[src/rtl/inst_rom_loader.sv]
// Program-download initiator for the instruction ROM write port.
// Packs a little-endian byte stream (4-byte word-count header followed by
// the payload) into 32-bit words. Each word is written to consecutive ROM
// word addresses starting at BASE_ADDR. The core is held in reset while
// the image is being loaded.
//
// Optional feature: define LOADER_READBACK_VERIFY_EN to read back every
// written word for one cycle and go to the error state on a mismatch.
//
// Ports:
//   clk, rst_n      clock, asynchronous active-low reset
//   load_start_i    start pulse (honoured in IDLE/DONE/ERR)
//   load_abort_i    return to IDLE from any state; highest priority
//   byte_valid_i    stream byte valid
//   byte_data_i     stream byte
//   byte_ready_o    byte accepted when valid & ready
//   rom_addr_o      ROM byte address
//   rom_wr_data_o   ROM write word
//   rom_wr_en_o     single-cycle write strobe
//   rom_rd_data_i   ROM read data at rom_addr_o (readback only)
//   cpu_hold_o      holds the core in reset
//   load_done_o     image written (level)
//   load_err_o      load failed (level)
module inst_rom_loader #(
  parameter logic [31:0] BASE_ADDR   = 32'h0000_0000,
  parameter int unsigned DEPTH_WORDS = 4096
) (
  input  logic        clk,
  input  logic        rst_n,
  input  logic        load_start_i,
  input  logic        load_abort_i,
  input  logic        byte_valid_i,
  input  logic [7:0]  byte_data_i,
  output logic        byte_ready_o,
  output logic [31:0] rom_addr_o,
  output logic [31:0] rom_wr_data_o,
  output logic        rom_wr_en_o,
  input  logic [31:0] rom_rd_data_i,
  output logic        cpu_hold_o,
  output logic        load_done_o,
  output logic        load_err_o
);

  localparam int unsigned WORD_W = 32;
  localparam int unsigned CNT_W  = 2;

  typedef enum logic [2:0] {
    S_IDLE   = 3'd0,
    S_HDR    = 3'd1,
    S_DATA   = 3'd2,
    S_WRITE  = 3'd3,
`ifdef LOADER_READBACK_VERIFY_EN
    S_VERIFY = 3'd4,
`endif
    S_DONE   = 3'd5,
    S_ERR    = 3'd6
  } state_e;

  state_e              state_q, state_d;
  logic [CNT_W-1:0]    cnt_q, cnt_d;
  logic [WORD_W-1:0]   n_q, n_d;
  logic [WORD_W-1:0]   idx_q, idx_d;
  logic [WORD_W-1:0]   shreg_q, shreg_d;
  logic [WORD_W-1:0]   addr_q, addr_d;
  logic [WORD_W-1:0]   wr_data_q, wr_data_d;
  logic                ready_q, ready_d;
  logic                wr_en_q, wr_en_d;
  logic                hold_q, hold_d;
  logic                done_q, done_d;
  logic                err_q, err_d;

  logic                xfer_c;
  logic [WORD_W-1:0]   n_ins_c;
  logic [WORD_W-1:0]   shreg_ins_c;

`ifndef LOADER_READBACK_VERIFY_EN
  // Read data only matters for readback.
  logic unused_rd_c;
  assign unused_rd_c = ^rom_rd_data_i;
`endif

  // State and datapath registers.
  always_ff @(posedge clk or negedge rst_n) begin
    if (!rst_n) begin
      state_q   <= S_IDLE;
      cnt_q     <= '0;
      n_q       <= '0;
      idx_q     <= '0;
      shreg_q   <= '0;
      addr_q    <= BASE_ADDR;
      wr_data_q <= '0;
      ready_q   <= 1'b0;
      wr_en_q   <= 1'b0;
      hold_q    <= 1'b0;
      done_q    <= 1'b0;
      err_q     <= 1'b0;
    end else begin
      state_q   <= state_d;
      cnt_q     <= cnt_d;
      n_q       <= n_d;
      idx_q     <= idx_d;
      shreg_q   <= shreg_d;
      addr_q    <= addr_d;
      wr_data_q <= wr_data_d;
      ready_q   <= ready_d;
      wr_en_q   <= wr_en_d;
      hold_q    <= hold_d;
      done_q    <= done_d;
      err_q     <= err_d;
    end
  end

  // Next-state, datapath and registered-output decode.
  always_comb begin
    state_d   = state_q;
    cnt_d     = cnt_q;
    n_d       = n_q;
    idx_d     = idx_q;
    shreg_d   = shreg_q;
    addr_d    = addr_q;
    wr_data_d = wr_data_q;

    xfer_c = byte_valid_i & ready_q;

    // Byte k of a word lands in bits [8k+7:8k].
    n_ins_c     = n_q;
    n_ins_c[{cnt_q, 3'b000} +: 8] = byte_data_i;
    shreg_ins_c = shreg_q;
    shreg_ins_c[{cnt_q, 3'b000} +: 8] = byte_data_i;

    if (load_abort_i) begin
      state_d = S_IDLE;
      cnt_d   = '0;
      idx_d   = '0;
      addr_d  = BASE_ADDR;
    end else begin
      unique case (state_q)
        S_IDLE, S_DONE, S_ERR: begin
          if (load_start_i) begin
            state_d = S_HDR;
            cnt_d   = '0;
            idx_d   = '0;
            n_d     = '0;
            addr_d  = BASE_ADDR;
          end
        end
        S_HDR: begin
          if (xfer_c) begin
            n_d   = n_ins_c;
            cnt_d = cnt_q + CNT_W'(1);
            if (cnt_q == CNT_W'(3)) begin
              if (n_ins_c == '0) begin
                state_d = S_DONE;
              end else if (n_ins_c > WORD_W'(DEPTH_WORDS)) begin
                state_d = S_ERR;
              end else begin
                state_d = S_DATA;
              end
            end
          end
        end
        S_DATA: begin
          if (xfer_c) begin
            shreg_d = shreg_ins_c;
            cnt_d   = cnt_q + CNT_W'(1);
            if (cnt_q == CNT_W'(3)) begin
              state_d   = S_WRITE;
              wr_data_d = shreg_ins_c;
            end
          end
        end
        S_WRITE: begin
          idx_d = idx_q + WORD_W'(1);
`ifdef LOADER_READBACK_VERIFY_EN
          state_d = S_VERIFY;
`else
          addr_d  = addr_q + WORD_W'(4);
          state_d = (idx_q + WORD_W'(1) == n_q) ? S_DONE : S_DATA;
`endif
        end
`ifdef LOADER_READBACK_VERIFY_EN
        // Address still points at the word just written; idx already advanced.
        S_VERIFY: begin
          if (rom_rd_data_i != wr_data_q) begin
            state_d = S_ERR;
          end else begin
            addr_d  = addr_q + WORD_W'(4);
            state_d = (idx_q == n_q) ? S_DONE : S_DATA;
          end
        end
`endif
        default: state_d = S_IDLE;
      endcase
    end

    // Outputs are registered copies of the decode of the next state.
    ready_d = (state_d == S_HDR) || (state_d == S_DATA);
    wr_en_d = (state_d == S_WRITE);
    hold_d  = (state_d != S_IDLE) && (state_d != S_DONE);
    done_d  = (state_d == S_DONE);
    err_d   = (state_d == S_ERR);
  end

  assign byte_ready_o  = ready_q;
  assign rom_addr_o    = addr_q;
  assign rom_wr_data_o = wr_data_q;
  assign rom_wr_en_o   = wr_en_q;
  assign cpu_hold_o    = hold_q;
  assign load_done_o   = done_q;
  assign load_err_o    = err_q;

endmodule

[config.mk]
export PLATFORM = sky130hd
export DESIGN_NAME = inst_rom_loader
export DESIGN_NICKNAME = d
export VERILOG_FILES = /design/src/rtl/inst_rom_loader.sv
export SDC_FILE = /design/constraint.sdc
export NUM_CORES = 1
export LEC_CHECK = 0
export BUFFER_PORTS_ARGS = -buffer_cell sky130_fd_sc_hd__buf_2
export CAP_MARGIN = 30
export CORE_ASPECT_RATIO = 1.25
export CORE_UTILIZATION = 40
export DETAILED_ROUTE_END_ITERATION = 7
export MAX_ROUTING_LAYER = met4
export PLACE_DENSITY = 0.58
export SKIP_CTS_REPAIR_TIMING = 1
export SYNTH_ARGS = -nofsm -noshare
export SYNTH_HDL_FRONTEND = slang
export SYNTH_SLANG_ARGS = --single-unit
export TNS_END_PERCENT = 10
[constraint.sdc]
create_clock -name clk -period 4.5 [get_ports clk]
set_input_delay 0.9 -clock clk [delete_from_list [all_inputs] [get_ports clk]]
set_output_delay 0.9 -clock clk [all_outputs]
set_load 0.05 [all_outputs]
Word level (Yosys, flattened, before mapping)
Index checks and enable logic that the tools add are counted.

cells by class
  add/subtract/negate cells = 4
  $lt $le $gt $ge = 1
  equal/unequal tests = 17
  shift operators = 2
  muxes and demuxes = 23
  bitwise gates (word level) = 2
  reduce and logical (&&, ||, !) cells = 15

operator list
  operator                number
  $pmux 32 s2             3
  $mux 32                 4
  $bwmux 32               2
  $add 32x1->32 const B   1
  $add 32x3->32 const B   1
  $eq 32x32->1            1
  $gt 32x13->1 const B    1
  $logic_not 32->1        1
  $shift 8x7->32 const A  1
  $shiftx 8x7->32         1
  $mux 3                  9
  $eq 3x2->1 const B      4
  $eq 3x3->1 const B      4
  $pmux 3 s4              1
  $reduce_bool 3->1       3
  $reduce_and 4->1        2
  $neg 5->7               1
  $eq 3x1->1 const B      2
  $mux 2                  3
  $ne 3x3->1 const B      2
  $reduce_and 3->1        2
  $ne 2x2->1 const B      2
  $pmux 2 s2              1
  $logic_not 3->1         1
  11 further kinds        11

word-level totals
  register bits after elaboration = 170
  bits of input ports = 45
  output and inout port bits = 69
  word-level logic and storage cells = 76

Logic depth before layout (Yosys ltp)
Gate-level depths: netlist (run 1).

  depth after elaboration = 12
  depth in mapped cells = 13
  mapped depth without buffers = 11

Least setup slack after synthesis (run 1)
No wires, ideal clock.

  kind = input to register
  start = input port byte_data_i[2]
  end = register wr_data_q[10] (netlist: rom_wr_data_o[10])
  setup time = 125 ps
  data arrival time = 3434 ps
  data required time = 4375 ps
  setup slack = 941 ps
  cell stages on the path = 11
  path buffers = 2
  cell sequence = clkbuf_1 or2_2 o41ai_1 o2111ai_1 nor3_1 nand4b_1 o311a_1 or3_1 o21bai_4 buf_6 mux2_4

between the ends
  cells in the longest elaborated chain, start to end = 2

RTL lines
  element               RTL line  text
  start, declared       33        input logic [7:0] byte_data_i,
  $shiftx 8x7->32       129       shreg_ins_c[{cnt_q, 3'b000} +: 8] = byte_data_i;
  $bwmux 32             129
  end signal, assigned  104       wr_data_q <= wr_data_d;
  end, declared         65        logic [WORD_W-1:0] wr_data_q, wr_data_d;

No other way between the ends.
A chain may end at the register's enable or synchronous reset.

==> results of run 1 <==
## synth_stat cells, types with 4 or more instances
library cell	number
sky130_fd_sc_hd__o41ai_1	5
sky130_fd_sc_hd__nor4_1	15
sky130_fd_sc_hd__nor3_1	16
sky130_fd_sc_hd__and4_1	6
sky130_fd_sc_hd__a21oi_1	35
sky130_fd_sc_hd__ha_1	8
sky130_fd_sc_hd__xnor2_1	28
sky130_fd_sc_hd__mux2_1	9
sky130_fd_sc_hd__a31oi_1	16
sky130_fd_sc_hd__nand2_1	122
sky130_fd_sc_hd__nand4_1	19
sky130_fd_sc_hd__and2_1	6
sky130_fd_sc_hd__nor2b_1	11
sky130_fd_sc_hd__clkbuf_1	51
sky130_fd_sc_hd__o22ai_1	6
sky130_fd_sc_hd__dfrtp_1	168
sky130_fd_sc_hd__nor3b_1	4
sky130_fd_sc_hd__a21o_1	4
sky130_fd_sc_hd__or3_1	10
sky130_fd_sc_hd__o21ai_0	159
sky130_fd_sc_hd__a22o_1	31
sky130_fd_sc_hd__mux2_4	20
sky130_fd_sc_hd__nand2b_1	6
sky130_fd_sc_hd__nand3_1	37
sky130_fd_sc_hd__inv_1	50
sky130_fd_sc_hd__and3_1	14
sky130_fd_sc_hd__o31ai_1	20
sky130_fd_sc_hd__xor2_1	18
sky130_fd_sc_hd__nor2_1	66
## state kept, by name (all words and copies together), names as in the netlist
name,count
cpu_hold_o,1
rom_wr_en_o,1
shreg_q,32
load_err_o,1
state_q,3
idx_q,32
rom_addr_o,30
byte_ready_o,1
load_done_o,1
rom_wr_data_o,32
cnt_q,2
n_q,32
## worst max path at each step
stage | slack (ns) | to
after floorplan | 0.94 | rom_wr_data_o[10]
after global placement | 0.48 | rom_wr_data_o[0]
after detailed placement | 0.46 | rom_wr_data_o[27]
after CTS | 0.47 | rom_wr_data_o[27]
after global routing | 0.19 | rom_wr_data_o[29]
final | 0.54 | rom_wr_data_o[27]
## worst max-delay path: cells and delay by family (launching register included)
family | cells | cell delay [ns]
adder cells (fa/ha/maj) | 1 | 0.32
multiplexers | 1 | 0.34
buffers and inverters | 1 | 0.26
AO/OA/AOI/OAI | 3 | 0.73
AND/OR/NAND/NOR | 5 | 1.72
flip-flops | 1 | 0.47
## kinds of logic (layout without fill, tap and decap cells)
kind of cell / after synthesis / in the layout / synth area share (%)
muxes: 35 / 35 / 5.03
buffers and inverters: 112 / 188 / 4.95
other: 1 / 2 / 0.0405
xor gates and xnor gates: 47 / 47 / 4.60
and+or+nand+nor: 350 / 350 / 18.7
adders and majority gates: 8 / 8 / 1.08
AOI/OAI and AO/OA: 306 / 306 / 20.1
DFF: 168 / 168 / 45.5
## power by group through the flow
stage	Sequential, W	Combinational, W	Clock [W]
finish	0.00153	0.000165	0.00147
global route	0.00153	0.000185	0.00156
CTS	0.00153	0.000168	0.00150
detailed placement	0.00156	0.000168	0
global placement	0.00156	0.000167	0
floorplan	0.00156	0.0000866	0
## metal layers
| layer | global-route usage [%] | part of all wire (%) | routed length (um) |
|---|---|---|---|
| met1 | 28.0 | 45 | 11300 |
| met2 | 37.9 | 49 | 12200 |
| met3 | 3.52 | 3.9 | 971 |
| met4 | 8.70 | 2.3 | 585 |
| met5 | - | 0 | 0 |
## final cells by class
type,count,area [sq um]
Timing Repair Buffer,106,627
Multi-Input combinational cell,748,4610
Tap cell,283,354
Sequential cell,168,4200
Clock inverter,14,161
Inverter,50,188
Clock buffer,18,439
Fill cell,2149,11900
## per-stage QoR
stage	utilization (%)	std cells	hold WS (ns)	worst slack [ns]	total power (W)
finish	47.2	1387	0.480	0.545	0.00316
global route	47.2	1387	0.501	0.186	0.00327
CTS	47.2	1387	0.486	0.469	0.00320
detailed placement	44.5	1355	0.470	0.458	0.00172
global placement	44.5	1354	0.463	0.477	0.00172
floorplan	-	1028	0.450	0.941	0.00164
==> results.cfg, run 1 <==
[status]
status = finished clean

[timing]
layout_worst_path_cycle_share_pct = 87.9
setup_viol = 0
worst_pin_slew_ns = 0.848
totalNegativeSetupSlack_ns = 0
slew_violations = 0
rsz0062_at_grt = no
maxSlewHeadroom_pct = 43.3
fin_crit_ns = 3.96
number_of_hold_violations_in_the_final_report = 0
skew_ns = 0.0259
maximum_clock_frequency_mhz = 253

[pwr]
power.share.combinational_pct = 5.2
vdd_drop_max_mv = 0.300
power.switching_w = 0.000850
p_int_w = 0.00231
switching_share_pct = 26.9
powerDensity_mw_per_mm2 = 299
leakage_nw = 4.88
clock_power_share_pct = 46.5
pwr-share-seq_pct = 48.3

[job]
cap_viol_max_count = 0

[synthesis]
syn-instance-count = 1027
synth.largest_area_cell = sky130_fd_sc_hd__dfrtp_1
yosysSeqAreaShare_pct = 45.5
synthDominantCellAreaShare_pct = 45.5
synth-edff-count = 0
netlist_top_cells_area = sky130_fd_sc_hd__dfrtp_1 (45%), sky130_fd_sc_hd__o21ai_0 (8.6%), sky130_fd_sc_hd__nand2_1 (5.0%)
synth_top_flop_cell = sky130_fd_sc_hd__dfrtp_1
ys_warn_count = 0
mean_area_per_synthesized_cell_sq_um = 9.01
postSynthRegisterBits = 168
synth_cell_types = 66
synth_area_sq_mm = 0.00925
synth_async_sr_flop_share_pct = 100

[floorplan]
die_w_um = 138
dieHeight_um = 172
placeableCoreArea_sq_mm = 0.0224
starting_density_of_the_core_pct = 41.2
fp-row-count = 61
design.portCount = 114
fp.dieArea_sq_mm = 0.0237

[clock_tree]
cts_made_buffers = 17
tritoncts_clock_tree = done
cts_num_sinks = 168
clock_tree.root_cell = sky130_fd_sc_hd__clkbuf_16
cts-htree-levels = 4
worst_skew_pair.late_latency_ns = 0.45
cts.reportedPaths.clkPinSlew_ns = 0.08
clock_path_buffers = 2

[critical_path]
crit-reg2reg-launch = idx_q[0]
worst_setup_path_category = flip-flop to flip-flop
ff2ff_path_depth = 11
element_type_at_the_critical_path_end = flip-flop
max_stage_delay_ns = 0.64
setup.worst_path.start_class = flip-flop
crit_required_ns = 4.84
crit_path_cell_trace = ha_1 > nand3_1 > nor4_1 > o221ai_1 > nor4_1 > nand4_1 > nor4_2 > a21oi_1 > o21bai_4 > buf_12 > mux2_1
crit_top_cell = sky130_fd_sc_hd__nor4_1
r2r_setup_slack_ns = 0.54
timing.critical_path.arrival_ns = 4.29
cell_at_the_slowest_stage_of_the_critical_path = sky130_fd_sc_hd__nor4_1
reg_to_reg_critical_path_endpoint = rom_wr_data_o[27]
worstSetupStartpoint = idx_q[0]
path_max_fanout = 27

[drt]
viasPerCell = 5.71
vias = 7919
total_length_of_routed_wires_um = 25100
drt_pre_antenna_iters = 6
remaining_drc_errors = 0
detail_route.iter0.violations = 571
wl_per_cell_um = 18.1
route.antenna.remaining_nets = 0

[cells_and_area]
final_nets = 1144
antenna_cells_inserted = 0
top_library_cells_by_usage_in_the_layout_fill_and_taps_aside = sky130_fd_sc_hd__dfrtp_1 (168), sky130_fd_sc_hd__o21ai_0 (159), sky130_fd_sc_hd__nand2_1 (122), sky130_fd_sc_hd__buf_2 (79), sky130_fd_sc_hd__nor2_1 (65)
layout-area-overhead-vs-synth_pct = 14.5
commonest_non_fill_non_tap_cell_in_the_layout = sky130_fd_sc_hd__dfrtp_1
drive_above_1_share_pct = 15.7
final_cell_area_sq_mm = 0.0106

[placed_design]
placement.io_buffers = 79
dp_hpwl_um = 17400
gp_congestion = 0.930
place_area_sq_mm = 0.00999

[global_route]
grt_max_degree = 86
number_of_global_route_vias_before_repair = 7839
gr-total-overflow = 0
grt_pass1_wl_um = 41600
globalRouteTotalUtil_pct = 22.8
antenna_found_initial = 0

[worst_hold_path]
holdCritPathClass = flip-flop to flip-flop
holdPathStages = 2
whs_endpoint = shreg_q[2]
timing.hold.worst.start = shreg_q[2]
No activity file was read; power rests on OpenSTA's default activity.
==> run 2, diff against run 1 <==
BUFFER_PORTS_ARGS = default   (was -buffer_cell sky130_fd_sc_hd__buf_2)
DONT_BUFFER_PORTS = 1   (was default)
HOLD_SLACK_MARGIN = 0.02   (was default)
==> results.cfg, run 2 (synthesis gave the netlist of run 1 again) <==
[critical_path]
ff2ff_path_depth = 10
worst_setup_path_endpoint = rom_wr_data_o[23]
max_stage_delay_ns = 0.50
r2r_setup_slack_ns = 0.71
worst_setup_path_category = flip-flop to flip-flop
timing.critical_path.arrival_ns = 4.12
crit-reg2reg-launch = cnt_q[0]
cell_at_the_slowest_stage_of_the_critical_path = sky130_fd_sc_hd__and4b_1
path_max_fanout = 21
reg_to_reg_critical_path_endpoint = rom_wr_data_o[23]
element_type_at_the_critical_path_end = flip-flop
crit_required_ns = 4.83
crit_path_cell_trace = ha_1 > and4b_1 > o32a_1 > nor3_1 > nand2_1 > o311a_1 > or3_1 > o21bai_4 > buf_4 > mux2_1
setup.worst_path.start_class = flip-flop
worstSetupStartpoint = cnt_q[0]

[cells_and_area]
final_cells = 1305
top_library_cells_by_usage_in_the_layout_fill_and_taps_aside = sky130_fd_sc_hd__dfrtp_1 (168), sky130_fd_sc_hd__o21ai_0 (159), sky130_fd_sc_hd__nand2_1 (122), sky130_fd_sc_hd__nor2_1 (65), sky130_fd_sc_hd__inv_1 (50)
layout-area-overhead-vs-synth_pct = 9.58
antenna_cells_inserted = 0
fillers = 2210
drive_above_1_share_pct = 8.90
commonest_non_fill_non_tap_cell_in_the_layout = sky130_fd_sc_hd__dfrtp_1
final_nets = 1062

[clock_tree]
cts-htree-levels = 4
clock_path_buffers = 2
clock_tree.root_cell = sky130_fd_sc_hd__clkbuf_16
cts_num_sinks = 168
cts.reportedPaths.clkPinSlew_ns = 0.07
worst_skew_pair.late_latency_ns = 0.45
tritoncts_clock_tree = done
cts_made_buffers = 17

[drt]
wl_per_cell_um = 19.0
detail_route.iter0.violations = 646
route.antenna.remaining_nets = 0
viasPerCell = 5.78
total_length_of_routed_wires_um = 24700
vias = 7542
remaining_drc_errors = 0
drt_pre_antenna_iters = 6

[global_route]
grt_max_degree = 169
antenna_found_initial = 0
gr-total-overflow = 0
number_of_global_route_vias_before_repair = 7330
grt_pass1_wl_um = 40500
globalRouteTotalUtil_pct = 22.2

[timing]
slew_violations = 0
maximum_clock_frequency_mhz = 264
skew_ns = 0.0127
setup_viol = 0
rsz0062_at_grt = no
totalNegativeSetupSlack_ns = 0
worst_pin_slew_ns = 1.06
layout_worst_path_cycle_share_pct = 84.2
number_of_hold_violations_in_the_final_report = 0
maxSlewHeadroom_pct = 29.2
fin_crit_ns = 3.79

[job]
cap_viol_max_count = 0

[floorplan]
dieHeight_um = 172
fp.dieArea_sq_mm = 0.0237
starting_density_of_the_core_pct = 41.2
die_w_um = 138
design.portCount = 114
placeableCoreArea_sq_mm = 0.0224
fp-row-count = 61

[pwr]
vdd_drop_max_mv = 0.273
total_power_w = 0.00311
powerDensity_mw_per_mm2 = 307
leakage_nw = 4.42

[placed_design]
placement.io_buffers = 0
instance_count_after_placement_with_tap_cells_included = 1273
gp_congestion = 0.881
dp_hpwl_um = 16800

[worst_hold_path]
holdCritPathClass = input port to async pin

[status]
status = finished clean
-- run 2: critical path, delay by kind of cell, from the launching register on --
kind	cells	cell delay (ns)
simple gates	4	1.35
compound gates	3	0.78
flops	1	0.48
fa+ha+maj	1	0.45
mux	1	0.34
buf+inv	1	0.25
-- run 2: worst min-delay path by stage --
stage	slack, ns	to	start
floorplan	0.45	shreg_q[0]	shreg_q[0]
global placement	0.46	shreg_q[1]	shreg_q[1]
detailed placement	0.47	shreg_q[4]	shreg_q[4]
CTS	0.15	load_err_o	rst_n
global route	0.15	load_err_o	rst_n
finish	0.16	rom_addr_o[13]	rst_n
-- run 2: layer usage --
metal / vias to the layer above / GRT usage, % / routed length [um]
li1: 3636 / - / -
met1: 3689 / 27.8 / 11200
met2: 182 / 35.9 / 11800
met3: 35 / 4.26 / 1230
met4: 0 / 7.64 / 518
met5: - / - / 0
-- run 2: area by class of cell --
cell class / count / area [sq um] / area share, %
repair buffers: 24 / 180 / 1.78
well taps: 283 / 354 / 3.49
clock inverters: 14 / 156 / 1.54
multi-input cells: 748 / 4610 / 45.5
inverters: 50 / 188 / 1.85
flip-flops and latches: 168 / 4200 / 41.5
clock buffers: 18 / 439 / 4.33
-- run 2: through the flow --
| stage | setup WS, ns | util (%) | hold WS, ns | cell area [sq um] |
|---|---|---|---|---|
| after global routing | 0.452 | 45.2 | 0.146 | 10100 |
| after global placement | 0.761 | 42.5 | 0.461 | 9540 |
| final | 0.710 | 45.2 | 0.162 | 10100 |
| after detailed placement | 0.737 | 42.5 | 0.470 | 9540 |
| after CTS | 0.723 | 45.2 | 0.150 | 10100 |
| after floorplan | 0.941 | - | 0.450 | 9250 |
-- run 2: where the power goes --
part / switching (W) / internal, W
Combinational: 0.0000700 / 0.0000321
Clock: 0.000717 / 0.000758
Sequential: 0.0000167 / 0.00152
Total: 0.000804 / 0.00231
